==> config.mk <==
export PLATFORM = sky130hd
export DESIGN_NAME = mul_final_add_pipe
export DESIGN_NICKNAME = d
export VERILOG_FILES = /design/src/rtl/mul_pkg.sv /design/src/rtl/mul_seg_adder.sv /design/src/rtl/mul_final_add_pipe.sv
export SDC_FILE = /design/constraint.sdc
export NUM_CORES = 1
export LEC_CHECK = 0
export ABC_AREA = 1
export CORE_MARGIN = 2
export CORE_UTILIZATION = 52
export CTS_BUF_LIST = sky130_fd_sc_hd__clkbuf_16
export DETAILED_ROUTE_END_ITERATION = 16
export GPL_TIMING_DRIVEN = 0
export PLACE_DENSITY_LB_ADDON = 0.05
export SYNTH_ARGS = -nofsm -noshare
export SYNTH_HDL_FRONTEND = slang
export SYNTH_SLANG_ARGS = --single-unit
==> constraint.sdc <==
create_clock -name Clk -period 15.19 [get_ports Clk]
set_input_delay 1.519 -clock Clk [delete_from_list [all_inputs] [get_ports Clk]]
set_output_delay 1.519 -clock Clk [all_outputs]
set_load 0.03 [all_outputs]
==> src/rtl/mul_pkg.sv <==
// Shared constants for the multiplier final-adder slice: default operand width,
// OpSel encodings and the per-segment width helper.
package mul_pkg;

  localparam int MUL_XLEN = 64;

  localparam logic MUL_SEL_LO = 1'b0;
  localparam logic MUL_SEL_HI = 1'b1;

  // Width of one final-adder slice for a 2*xlen-bit product split segs ways.
  function automatic int mul_seg_width(input int xlen, input int segs);
    return (2 * xlen) / segs;
  endfunction

endpackage

==> src/rtl/mul_seg_adder.sv <==
// One combinational W-bit slice of the final adder: parallel-prefix
// (Kogge-Stone) carry network over generate/propagate pairs.
module mul_seg_adder #(
  parameter int W = 32
) (
  input  logic [W-1:0] a,
  input  logic [W-1:0] b,
  input  logic         cin,
  output logic [W-1:0] sum,
  output logic         cout
);

  logic [W-1:0] g, p, gg, pp, ng, np;
  logic [W:0]   c;

  always_comb begin
    g  = a & b;
    p  = a ^ b;
    gg = g;
    pp = p;
    ng = '0;
    np = '0;
    for (int d = 1; d < W; d = d * 2) begin
      ng = gg;
      np = pp;
      for (int i = d; i < W; i++) begin
        ng[i] = gg[i] | (pp[i] & gg[i-d]);
        np[i] = pp[i] & pp[i-d];
      end
      gg = ng;
      pp = np;
    end
    // gg/pp[i] now span bits i..0; fold in the slice carry-in.
    c    = '0;
    c[0] = cin;
    for (int i = 0; i < W; i++) begin
      c[i+1] = gg[i] | (pp[i] & cin);
    end
    sum  = p ^ c[W-1:0];
    cout = c[W];
  end

endmodule

==> src/rtl/mul_final_add_pipe.sv <==
// Pipelined final carry-propagate adder of the multiplier: SEGS slice stages,
// then product half selection. MUL_FINAL_OUTREG_EN adds a registered output stage.
module mul_final_add_pipe
  import mul_pkg::*;
#(
  parameter int XLEN = MUL_XLEN,
  parameter int SEGS = 4
) (
  input  logic              Clk,
  input  logic              Rst,
  input  logic              InValid,
  output logic              InReady,
  input  logic [2*XLEN-1:0] SumIn,
  input  logic [2*XLEN-1:0] CarryIn,
  input  logic              OpSel,
  input  logic              Flush,
  output logic              OutValid,
  input  logic              OutReady,
  output logic [XLEN-1:0]   Result,
  output logic              DonePulse
);

  localparam int P = 2 * XLEN;
  localparam int W = mul_seg_width(XLEN, SEGS);

  // Handshake: a transfer happens on an edge where valid && ready. The whole
  // pipe moves only when adv (output empty or taken); Flush blocks input and
  // drops every in-flight valid, and suppresses the output transfer.
  logic adv, take;

  // Stage k holds slices 0..k already summed in acc; slices above k are still
  // the raw sum vector, with the matching raw carry vector in car.
  logic [P-1:0]    acc_q [SEGS];
  logic [P-1:0]    acc_d [SEGS];
  logic [P-1:0]    car_q [SEGS];
  logic [P-1:0]    car_d [SEGS];
  logic            cy_q  [SEGS];
  logic            cy_d  [SEGS];
  logic [SEGS-1:0] v_q, v_d, op_q, op_d;

  logic [W-1:0] seg_a   [SEGS];
  logic [W-1:0] seg_b   [SEGS];
  logic [W-1:0] seg_sum [SEGS];
  logic         seg_ci  [SEGS];
  logic         seg_co  [SEGS];

  logic [XLEN-1:0] half_sel;
  logic            done_q, done_d;

  for (genvar k = 0; k < SEGS; k++) begin : g_seg
    if (k == 0) begin : g_first
      assign seg_a[k]  = SumIn[W-1:0];
      assign seg_b[k]  = CarryIn[W-1:0];
      assign seg_ci[k] = 1'b0;
    end else begin : g_next
      assign seg_a[k]  = acc_q[k-1][k*W +: W];
      assign seg_b[k]  = car_q[k-1][k*W +: W];
      assign seg_ci[k] = cy_q[k-1];
    end
    mul_seg_adder #(.W(W)) u_seg (
      .a    (seg_a[k]),
      .b    (seg_b[k]),
      .cin  (seg_ci[k]),
      .sum  (seg_sum[k]),
      .cout (seg_co[k])
    );
  end

  assign InReady = adv && !Flush;
  assign take    = InValid && InReady;

  always_comb begin
    acc_d = acc_q;
    car_d = car_q;
    cy_d  = cy_q;
    op_d  = op_q;
    v_d   = v_q;
    if (adv) begin
      acc_d[0]          = SumIn;
      acc_d[0][W-1:0]   = seg_sum[0];
      car_d[0]          = CarryIn;
      cy_d[0]           = seg_co[0];
      op_d[0]           = OpSel;
      v_d[0]            = take;
      for (int k = 1; k < SEGS; k++) begin
        acc_d[k]          = acc_q[k-1];
        acc_d[k][k*W +: W] = seg_sum[k];
        car_d[k]          = car_q[k-1];
        cy_d[k]           = seg_co[k];
        op_d[k]           = op_q[k-1];
        v_d[k]            = v_q[k-1];
      end
    end
    if (Flush) v_d = '0;
  end

  always_comb begin
    half_sel = (op_q[SEGS-1] == MUL_SEL_HI) ? acc_q[SEGS-1][P-1:XLEN]
                                            : acc_q[SEGS-1][XLEN-1:0];
    done_d   = OutValid && OutReady && !Flush;
  end

  always_ff @(posedge Clk) begin
    if (!Rst) begin
      v_q    <= '0;
      done_q <= 1'b0;
    end else begin
      v_q    <= v_d;
      done_q <= done_d;
    end
    acc_q <= acc_d;
    car_q <= car_d;
    cy_q  <= cy_d;
    op_q  <= op_d;
  end

`ifdef MUL_FINAL_OUTREG_EN
  logic            out_v_q, out_v_d;
  logic [XLEN-1:0] res_q, res_d;

  assign adv = !out_v_q || OutReady;

  always_comb begin
    out_v_d = out_v_q;
    res_d   = res_q;
    if (adv) begin
      out_v_d = v_q[SEGS-1];
      res_d   = half_sel;
    end
    if (Flush) out_v_d = 1'b0;
  end

  always_ff @(posedge Clk) begin
    if (!Rst) out_v_q <= 1'b0;
    else      out_v_q <= out_v_d;
    res_q <= res_d;
  end

  assign OutValid = out_v_q;
  assign Result   = res_q;
`else
  assign adv      = !v_q[SEGS-1] || OutReady;
  assign OutValid = v_q[SEGS-1];
  assign Result   = half_sel;
`endif

  assign DonePulse = done_q;

endmodule

# After elaboration in Yosys (flattened, before gate mapping)
# Cells that the tools add are included.
# classes
n_mux	1
bitwise	1705
n_reduce_logical	8
# op_table
op	count
1-bit AND	1086
1-bit OR	606
32-bit XOR	8
32-bit AND	3
64-bit two-way mux	1
31-bit AND	1
1-bit logical AND	4
1-bit logical NOT	2
2-bit OR reduction	1
1-bit logical OR	1
1-bit NOT	1
# word_totals
ff_bits	908
inputBits	262

# Longest topological paths before layout
# logic_depth
depth_word	12
ltp_mapped	13

# By module
# From an unflattened synthesis, not the netlist that was laid out.
# unflattened
hier_cells	2912
hier_area_um2	32831.5
# modules_own_cells
mod	instances	cells_per_inst	area_each_um2	seq_area_each_um2
mul_final_add_pipe	1	808	22612.9	21450.6
mul_seg_adder at g_seg[0].u_seg ...	3	528	2555.0	0.0
mul_seg_adder at g_seg[3].u_seg	1	520	2553.7	0.0

# Least setup slack after synthesis
# No wires, ideal clock.
# synth_timing
path_type	input port to flip-flop
from	input OutReady
to	register acc_q[0] (netlist name), enable pin
setup_time_ns	1.057
arrival_time_ns	15.344
required_ns	14.133
path_slack_ns	-1.211
stages	2
path_buffers	0
path_cell_list	nor2_1 > inv_1
# synth_via
elab_chain_cells	1
# synth_lines
element	line	rtl
start, declared	mul_final_add_pipe.sv:18	input logic OutReady,
1-bit logical OR	mul_final_add_pipe.sv:142	assign adv = !v_q[SEGS-1] || OutReady;
end signal, assigned	mul_final_add_pipe.sv:111	acc_q <= acc_d;
end, declared	mul_final_add_pipe.sv:33	logic [P-1:0] acc_q [SEGS];
# No other way between the ends.
# A chain may end at the register's enable or synchronous reset.

# Worst setup path in the final report
# layout_timing
from	input OutReady
to	output InReady
# layout_via
elab_chain_cells	2
# layout_lines
element	line	rtl
1-bit logical OR	mul_final_add_pipe.sv:142	
1-bit logical AND	mul_final_add_pipe.sv:69	assign InReady = adv && !Flush;
end, declared	mul_final_add_pipe.sv:12	output logic InReady,
# No other way between the ends.

==> load_flow_metrics.sql <==
INSERT INTO impl_metrics (metric_group, metric, value, unit) VALUES
('sta', 'post-route-min-period', '4.60', 'ns'),
('power_and_ir_drop', 'ir_drop', '0.0888', 'mV'),
('power_and_ir_drop', 'power.switching_fraction', '0.250', ''),
('power_and_ir_drop', 'p_int', '3.76', 'mW'),
('setup_path', 'crit_required', '13.67', 'ns'),
('synthesis', 'synth_largest_area_cell', 'edfxtp_1', ''),
('synthesis', 'syn_area_per_cell', '11.6', 'µm²'),
('power_and_ir_drop', 'leakage', '16.9', 'nW'),
('min_path', 'timing.hold.worst.class', 'reg -> reg', ''),
('setup_path', 'path_delay_family', 'buffers and inverters', ''),
('sta', 'slew_limit_fails', '0', ''),
('sta', 'hold_violations', '0', ''),
('synthesis', 'yosys_warnings', '0', ''),
('die', 'io_pins', '329', ''),
('layout', 'fin_nets', '3560', ''),
('setup_path', 'critPathMaxStageDelay', '0.61', 'ns'),
('clocking', 'worst_skew_pair.late_latency', '0.61', 'ns'),
('setup_path', 'cell_chain_critical_path', 'clkdlybuf4s50_1 > nor2_1 > nor2_1 > clkdlybuf4s50_1', ''),
('die', 'die_area', '63000', 'µm²'),
('global_routing', 'global_route_wire_length_before_repair', '111000', 'µm'),
('global_routing', 'maximum_number_of_pins_on_one_net_before_global_route_repair', '49', ''),
('clocking', 'cts_num_sinks', '716', ''),
('synthesis', 'netlist_top_cells_area', 'edfxtp_1, nand2_1, ha_1, inv_1, mux2_2', ''),
('power_and_ir_drop', 'cellPowerDensity', '129', 'nW/µm²'),
('setup_path', 'worstSetupStartpointType', 'primary input', ''),
('synthesis', 'top_flip_flop_cell_by_instance_count_after_synthesis', 'edfxtp_1', ''),
('synthesis', 'synthDominantCellAreaShare', '0.673', ''),
('power_and_ir_drop', 'power.share.combinational', '0.146', ''),
('clocking', 'cts.reportedPaths.clkPinSlew', '0.07', 'ns'),
('synthesis', 'synth.ff_latch_count', '716', ''),
('synthesis', 'synth-edff-count', '711', ''),
('die', 'chipWidth', '251', 'µm'),
('power_and_ir_drop', 'power.net_switching', '1.26', 'mW'),
('clocking', 'cts-htree-levels', '3', ''),
('setup_path', 'worst-endpoint-arrival', '3.08', 'ns'),
('clocking', 'post-cts-setup-buffer-count', '0', ''),
('synthesis', 'ys_seq_area_frac', '0.676', ''),
('synthesis', 'post-synth-top-count-cell', 'nand2_1', ''),
('clocking', 'cts_buffers', '73', ''),
('clocking', 'tritoncts_clock_tree', 'built', ''),
('synthesis', 'synth_cell_type_count', '35', ''),
('setup_path', 'cp_slowest_cell', 'clkdlybuf4s50_1', ''),
('power_and_ir_drop', 'total_power', '5.02', 'mW'),
('setup_path', 'worstPathBufferInverterCount', '2', ''),
('synthesis', 'yosys-top-cells-count', 'nand2_1, edfxtp_1, inv_1, nor2_1, ha_1', ''),
('sta', 'grt_setup_unrepaired', 'no', ''),
('placed_design', 'hpwl', '57600', 'µm'),
('die', 'initial_utilization', '0.526', ''),
('placed_design', 'port_buffers', '328', ''),
('sta', 'setup_tns', '0', 'ns'),
('route', 'drc', '0', ''),
('flow_run', 'max_cap_violations', '0', ''),
('sta', 'slew_headroom', '0.599', ''),
('clocking', 'cts.root.buffer_cell', 'clkbuf_16', ''),
('placed_design', 'gp_routability_congestion', '0.920', ''),
('outcome', 'outcome', 'completed', ''),
('placed_design', 'placed_area', '36400', 'µm²'),
('clocking', 'cts-root-to-sink-buffers', '3', ''),
('global_routing', 'grt_pass1_vias', '20000', ''),
('global_routing', 'grtUsageTotal', '0.233', ''),
('route', 'vias_per_cell', '5.06', ''),
('route', 'drt-total-wl', '73300', 'µm'),
('setup_path', 'timing.critical_path.fanout_max', '6', ''),
('layout', 'postLayoutCellArea', '38800', 'µm²'),
('synthesis', 'syn-instance-count', '2746', ''),
('sta', 'timing.fmax', '0.217', 'GHz'),
('setup_path', 'timing_worst_setup_path_type', 'in -> out', ''),
('synthesis', 'synth_area', '31700', 'µm²'),
('sta', 'period_share', '0.303', ''),
('route', 'wl_per_cell', '18.3', 'µm'),
('route', 'drt_first_pass_iters', '6', '');
## per-layer routing
layer	up-vias	global-route usage	routed length, µm
met2	576	0.398	35900
met3	114	0.0394	4240
met5	-	0	0
li1	10100	-	-
met4	0	0.0660	1960
met1	9510	0.307	31300
## final timing paths
path | slack, ns | start | depth (start not counted) | to
hold / removal | 0.41 | acc_q[142]$_DFFE_PN_ | 0 | acc_q[14]$_DFFE_PN_
hold reg to reg | 0.41 | acc_q[142]$_DFFE_PN_ | 0 | acc_q[14]$_DFFE_PN_
setup reg to reg | 11.90 | v_q[3]$_SDFFE_PP0N_ | 10 | acc_q[232]$_DFFE_PN_
setup / recovery | 10.59 | OutReady | 4 | InReady
## power groups by stage
stage	registers [mW]	clock network, mW	logic [mW]
2_1_floorplan	2.53	0	0.427
3_3_place_gp	2.56	0	0.731
3_5_place_dp	2.57	0	0.731
4_1_cts	2.53	1.80	0.737
5_1_grt	2.55	1.87	0.798
6_report	2.53	1.76	0.733
## per-stage QoR
step | hold WS (ns) | instances | util | worst slack [ns]
2_1_floorplan | 0.400 | 2746 | - | 2.09
3_3_place_gp | 0.400 | 3856 | 0.597 | -1.94
3_5_place_dp | 0.405 | 3874 | 0.603 | 10.36
4_1_cts | 0.409 | 4005 | 0.642 | 10.61
5_1_grt | 0.414 | 4006 | 0.642 | 10.51
6_report | 0.410 | 4006 | 0.642 | 10.59
## cell usage in the layout, fill, tap and decap left out, types with 2 or more instances in the layout
cell / instances
clkinv_2: 14
nand3_2: 7
o21ai_0: 38
mux2_2: 64
nand3_1: 119
buf_2: 7
ha_1: 127
nor3_2: 4
dfxtp_1: 5
o21a_1: 2
buf_12: 17
clkdlybuf4s50_1: 328
edfxtp_1: 711
xnor2_1: 6
nand2_1: 807
a21oi_1: 115
inv_6: 6
nand2_2: 24
bufinv_16: 6
nand3b_1: 5
clkinv_4: 2
clkinv_1: 13
nor2_2: 11
inv_1: 394
a21o_1: 2
clkbuf_16: 76
fa_1: 4
a31oi_1: 2
inv_2: 2
clkinvlp_4: 3
a211oi_1: 2
nand4_1: 11
nor3_1: 14
nor2_4: 2
nor2_1: 191
o21bai_1: 14
xor2_1: 59
## flip-flops by register name, indices dropped and copies added, names as in the netlist
register,count
acc_q,512
car_q,192
op_q,4
v_q,4
cy_q,3
DonePulse,1
## worst reg2reg max path, cell delays in order (launching register included)
cell	delay, ns
dfxtp_1	0.37
inv_1	0.05
nor2_1	0.38
clkinvlp_4	0.52
buf_12	0.33
buf_12	0.22
buf_12	0.21
buf_12	0.21
buf_12	0.24
buf_12	0.22
buf_12	0.24
## kinds of logic (layout without fill, tap and decap cells)
group | count (synthesis) | count (layout) | share of synthesized area
buffers and inverters | 394 | 871 | 0.0469
other | 0 | 1 | 0
multiplexers | 64 | 64 | 0.0227
adder cells (fa/ha/maj) | 131 | 131 | 0.0526
AO/OA/AOI/OAI | 178 | 178 | 0.0300
AND/OR/NAND/NOR | 1198 | 1198 | 0.154
flip-flops | 716 | 716 | 0.676
XOR/XNOR | 65 | 65 | 0.0179
## area by class of cell
cell class,instances,area [µm²]
well taps,782,978
inverters,387,1460
repair buffers,346,3650
fillers,4635,21600
flip-flops and latches,716,21500
clock inverters,55,472
multi-input cells,1636,8810
diodes,1,2.50
clock buffers,76,1900
plain buffers,7,35.0
No activity file was read; power rests on OpenSTA's default activity.
